### src/rtl/alu_datapath.sv
// rtl/alu_datapath.sv - single-cycle registered ALU with truth-table operand and flags
// Optional signed-overflow flag: define ALU_OVERFLOW_FLAG_EN.
module alu_datapath #(
  parameter int WIDTH = 8
) (
  input  logic             Clock,
  input  logic             Reset,
  input  logic             AC0_RHS0,
  input  logic             AC1_RHS1,
  input  logic             AC2_RHS2,
  input  logic             AC3_RHS3,
  input  logic             AC4_LHS0,
  input  logic             AC5_LHS1,
  input  logic             AC6_CS0,
  input  logic             AC7_CS1,
  input  logic             AluActive,
  input  logic [WIDTH-1:0] LhsIn,
  input  logic [WIDTH-1:0] RhsIn,
  input  logic             FlagsLoad,
  input  logic [3:0]       FlagsIn,
  output logic [WIDTH-1:0] Result,
  output logic             ResultValid,
  output logic             FlagC,
  output logic             FlagZ,
  output logic             FlagS,
  output logic             FlagV
);

  logic [3:0]       rhs_tt;
  logic [1:0]       lhs_mode;
  logic [1:0]       cs_sel;
  logic [WIDTH-1:0] f_op;
  logic             cin;
  logic [WIDTH:0]   sum;
  logic [WIDTH-1:0] result_d, result_q;
  logic             carry_d;
  logic             flag_c_q, flag_z_q, flag_s_q, valid_q;

  assign rhs_tt   = {AC3_RHS3, AC2_RHS2, AC1_RHS1, AC0_RHS0};
  assign lhs_mode = {AC5_LHS1, AC4_LHS0};
  assign cs_sel   = {AC7_CS1, AC6_CS0};

  // Each operand bit selects one of four truth-table entries by {B[i],A[i]}.
  always_comb begin
    f_op = '0;
    for (int i = 0; i < WIDTH; i++) begin
      f_op[i] = rhs_tt[{RhsIn[i], LhsIn[i]}];
    end
  end

  always_comb begin
    cin = 1'b0;
    case (cs_sel)
      2'b01:   cin = flag_c_q;
      2'b10:   cin = 1'b1;
      default: cin = 1'b0;
    endcase
  end

  assign sum = {1'b0, LhsIn} + {1'b0, f_op} + {{WIDTH{1'b0}}, cin};

  always_comb begin
    result_d = sum[WIDTH-1:0];
    carry_d  = sum[WIDTH];
    case (lhs_mode)
      2'b01: begin
        result_d = {LhsIn[WIDTH-2:0], 1'b0};
        carry_d  = LhsIn[WIDTH-1];
      end
      2'b10: begin
        result_d = {1'b0, LhsIn[WIDTH-1:1]};
        carry_d  = LhsIn[0];
      end
      2'b11: begin
        result_d = f_op;
        carry_d  = 1'b0;
      end
      default: begin
        result_d = sum[WIDTH-1:0];
        carry_d  = sum[WIDTH];
      end
    endcase
  end

  // An issued op always takes priority over a flags restore.
  always_ff @(posedge Clock or posedge Reset) begin
    if (Reset) begin
      result_q <= '0;
      valid_q  <= 1'b0;
      flag_c_q <= 1'b0;
      flag_z_q <= 1'b0;
      flag_s_q <= 1'b0;
    end else if (AluActive) begin
      result_q <= result_d;
      valid_q  <= 1'b1;
      flag_c_q <= carry_d;
      flag_z_q <= (result_d == '0);
      flag_s_q <= result_d[WIDTH-1];
    end else begin
      valid_q <= 1'b0;
      if (FlagsLoad) begin
        flag_c_q <= FlagsIn[0];
        flag_z_q <= FlagsIn[1];
        flag_s_q <= FlagsIn[2];
      end
    end
  end

`ifdef ALU_OVERFLOW_FLAG_EN
  logic ovf_d, flag_v_q;

  assign ovf_d = (lhs_mode == 2'b00) && (LhsIn[WIDTH-1] == f_op[WIDTH-1]) &&
                 (result_d[WIDTH-1] != LhsIn[WIDTH-1]);

  always_ff @(posedge Clock or posedge Reset) begin
    if (Reset) begin
      flag_v_q <= 1'b0;
    end else if (AluActive) begin
      flag_v_q <= ovf_d;
    end else if (FlagsLoad) begin
      flag_v_q <= FlagsIn[3];
    end
  end

  assign FlagV = flag_v_q;
`else
  logic unused_flags_v;
  assign unused_flags_v = FlagsIn[3];
  assign FlagV          = 1'b0;
`endif

  assign Result      = result_q;
  assign ResultValid = valid_q;
  assign FlagC       = flag_c_q;
  assign FlagZ       = flag_z_q;
  assign FlagS       = flag_s_q;

endmodule

### config.mk
export PLATFORM = sky130hd
export DESIGN_NAME = alu_datapath
export DESIGN_NICKNAME = d
export VERILOG_FILES = /design/src/rtl/alu_datapath.sv
export SDC_FILE = /design/constraint.sdc
export NUM_CORES = 1
export LEC_CHECK = 0
export BUFFER_PORTS_ARGS = -buffer_cell sky130_fd_sc_hd__buf_2
export CAP_MARGIN = 25
export CORE_AREA = 2 2 57 59
export CTS_CLUSTER_DIAMETER = 80
export DETAILED_ROUTE_END_ITERATION = 8
export DIE_AREA = 0 0 59 61
export PLACE_DENSITY_LB_ADDON = 0.3
export SLEW_MARGIN = 30
export SYNTH_ARGS = -nofsm -noshare
export SYNTH_HDL_FRONTEND = slang
export SYNTH_SLANG_ARGS = --single-unit
export TNS_END_PERCENT = 100
### constraint.sdc
create_clock -name Clock -period 2.8 [get_ports Clock]
set_clock_uncertainty 0.2 [all_clocks]
set_input_delay 0.28 -clock Clock [delete_from_list [all_inputs] [get_ports Clock]]
set_output_delay 0.28 -clock Clock [all_outputs]
set_load 0.005 [all_outputs]
==> results.yml <==
logic_synthesis:
  ys_seq_area_share_pct: 23.4
  ys.flop_type: "dfrtp_1"
  yosysWarnings: 0
  avgSynthCellArea_sq_um: 9.94
  ys_types: 39
  postSynthCellCount: 129
  yosys.area.top_type: "dfrtp_1"
  synth_area_sq_mm: 0.00128
  synth_seq_cells: 12
  synth_edf_count: 0
  synthArstFlopShare_pct: 100
  synth.area.top_cells: "dfrtp_1 23%, mux4_2 18%, ha_1 8.8%, mux2i_1 4.7%, mux2_2 4.4%"
  synth_top_area_share_pct: 23.4
  synth_nets: 172
route:
  ant_nets: 0
  drcViolationCount: 1
  drt-initial-drc-count: 36
  wirelength_um: 3240
  via_per_inst: 5.62
  wire_per_inst_um: 14.0
  firstDrtPassIters: 8
  via_count: 1304
grt:
  grt_overflow: 0
  grt_first_pass_wirelength_um: 5480
  grt_max_degree: 19
  antenna_found_initial: 0
  track_usage_pct: 19.8
  first_global_vias: 1342
pwr:
  comb_power_share_pct: 50.6
  p_sw_share_pct: 32.9
  power_density_mw_per_mm2: 392
  share_seq_of_total_power_pct: 29.9
  vdd_ir_drop_max_uv: 138
  intPower_uw: 472
  p_clk_share_pct: 19.6
  p_switching_uw: 232
  p_leak_nw: 0.868
placement:
  postPlaceCellArea_sq_mm: 0.00171
  dp_cells: 225
  gp_congestion: 0.887
  port_buffers: 42
  hpwl_um: 2730
sta:
  max_freq_mhz: 358
  drv_slew: 0
  final.min_clock_period_ns: 2.79
  hold_ws_ns: 0.0902
  rsz0062_at_grt: "true"
  setup_viol: 0
  hold_viol_final: 0
  fin_crit_sh_pct: 99.8
cells_and_area:
  fillCellCount: 266
  final_area_sq_mm: 0.00179
  ff_latch_area_sq_um: 300
  antenna_cells: 0
  nNetsFinal: 243
  fin_util_pct: 60.8
  area_delta_synth_final_pct: 39.9
  drive_above_1_share_pct: 49.2
  fin_cells: 232
  multi_input_area_sq_um: 953
floorplanning:
  die_width_um: 59
  ios: 45
  fp-row-count: 20
  die_h_um: 61
  initial_core_util_pct: 43.4
  coreArea_sq_mm: 0.00295
  fp.dieArea_sq_mm: 0.00360
worst_setup_path:
  crit_chain: "a21oi_2 > nor2_2 > fa_2 > inv_2 > fa_2 > inv_2 > mux4_2 > or4_4 > o32ai_2"
  path_max_fanout: 2
  path_class: "reg2reg"
  slowest_stage: "fa_2"
  worstPathArrival_ns: 2.79
  crit_family: "adder cells"
  cp_data_required_time_ns: 2.79
  cp.depth: 9
  path_buf_inv: 2
  slowest_delay_ns: 0.52
  crit_path_start_kind: "register"
  reg2regPathDepth: 9
  worstSetupEndpointType: "register"
worst_hold_path:
  hold_path_depth: 1
  min_path_type: "in2reg"
run:
  maxCapViolCount: 0
clock_network:
  clkLatencyLatePin_ns: 0.27
  cts.sinks: 12
  cts_buffers: 3
  htree_levels: 1
  cts_root_buf: "clkbuf_4"
  tritoncts: "built"
  clock_path_buffers: 2
  cts.clk_slew.worst_paths_ns: 0.08
status:
  failed_checks: "design-rule violations"
  outcome: "complete, but fails checks"
stage by stage:
step,power (mW),setup slack (ns),setup TNS [ns]
after floorplan,0.408,-0.0970,-0.0970
after global placement,0.547,-0.283,-0.399
after detailed placement,0.556,-0.374,-0.545
after CTS,0.706,-0.0146,-0.0146
after global routing,0.756,-0.0623,-0.0623
final,0.704,0.00523,0
worst paths after layout:
| path | from | endpoint | slack [ns] |
|---|---|---|---|
| min in group asynchronous | Reset | ResultValid | 0.35 |
| max in group asynchronous | Reset | Result[1] | 1.74 |
| max | FlagC | FlagZ | 0.005 |
| max reg2reg | FlagC | FlagZ | 0.005 |
| min | AluActive | ResultValid | 0.09 |
| min reg2reg | Result[5] | Result[5] | 0.31 |
worst register-to-register path, delay by kind of cell (launching register included):
kind | cells | cell delay (ns)
adder cells (fa/ha/maj) | 2 | 0.74
AND/OR/NAND/NOR | 2 | 0.61
flip-flops | 1 | 0.37
AO/OA/AOI/OAI | 2 | 0.26
buffers and inverters | 2 | 0.07
multiplexers | 1 | 0.46
cells by family after synthesis:
kind of cell | after synthesis | synth area share, %
AND/OR/NAND/NOR | 36 | 13.4
AO/OA/AOI/OAI | 35 | 19.9
multiplexers | 21 | 26.6
flip-flops | 12 | 23.4
buffers and inverters | 12 | 3.80
adder cells (fa/ha/maj) | 11 | 11.9
other | 1 | 0.292
XOR/XNOR | 1 | 0.683
routing by layer:
metal  share of wire, %  GRT usage (%)  vias up  wire length (um)
li1                   -              -      638                 -
met1                 41           22.1      616              1340
met2                 52           38.1       47              1700
met3                5.7           2.99        3               186
met4               0.80           6.82        0                26
met5                  0              0        -                 0
layout make-up:
type                    instances  share of cell area, %
clock buffers                   4                   2.02
inverters                       7                   1.46
multi-input cells             105                   53.1
flip-flops and latches         12                   16.7
well taps                      33                   2.30
repair buffers                 71                   24.3
repair_timing:
action	in CTS	in global routing
setup buffers	2	0
hold endpoints to repair	12	0
hold buffers	1	0
setup endpoints to repair	1	1
pin swaps	5	0
gates resized for setup	5	0
cell usage in the layout (no fill, tap or decap), types with 2 or more instances in the layout:
cell type / count
a211oi_1: 2
inv_2: 2
inv_1: 5
nand3_1: 4
a31oi_1: 3
nor2b_1: 6
a222oi_1: 2
o21ai_1: 2
ha_1: 9
clkbuf_4: 3
buf_2: 41
buf_4: 28
o21ai_0: 2
fa_2: 2
dfrtp_1: 12
mux2_2: 5
mux4_2: 10
a21o_1: 4
a21oi_1: 5
nand2_1: 7
nor2_1: 12
mux2i_1: 6
o21a_1: 4
synthesized netlist by cell type (5+ instances only):
| cell | instances |
|---|---|
| mux4_2 | 10 |
| mux2_2 | 5 |
| nand2_1 | 7 |
| inv_1 | 6 |
| nor2b_1 | 6 |
| nor2_1 | 13 |
| dfrtp_1 | 12 |
| mux2i_1 | 6 |
| ha_1 | 9 |
| a21oi_1 | 6 |
sequential cells by signal, indices dropped and copies added (netlist names):
name	count
FlagZ	1
FlagS	1
Result	8
ResultValid	1
FlagC	1
power groups by stage:
stage	Combinational [mW]	Sequential [mW]	Clock (mW)
2_1_floorplan	0.192	0.216	0
3_3_place_gp	0.334	0.212	0
3_5_place_dp	0.342	0.214	0
4_1_cts	0.357	0.211	0.138
5_1_grt	0.392	0.214	0.151
6_report	0.356	0.210	0.138
Power figures use the tool's default switching activity.
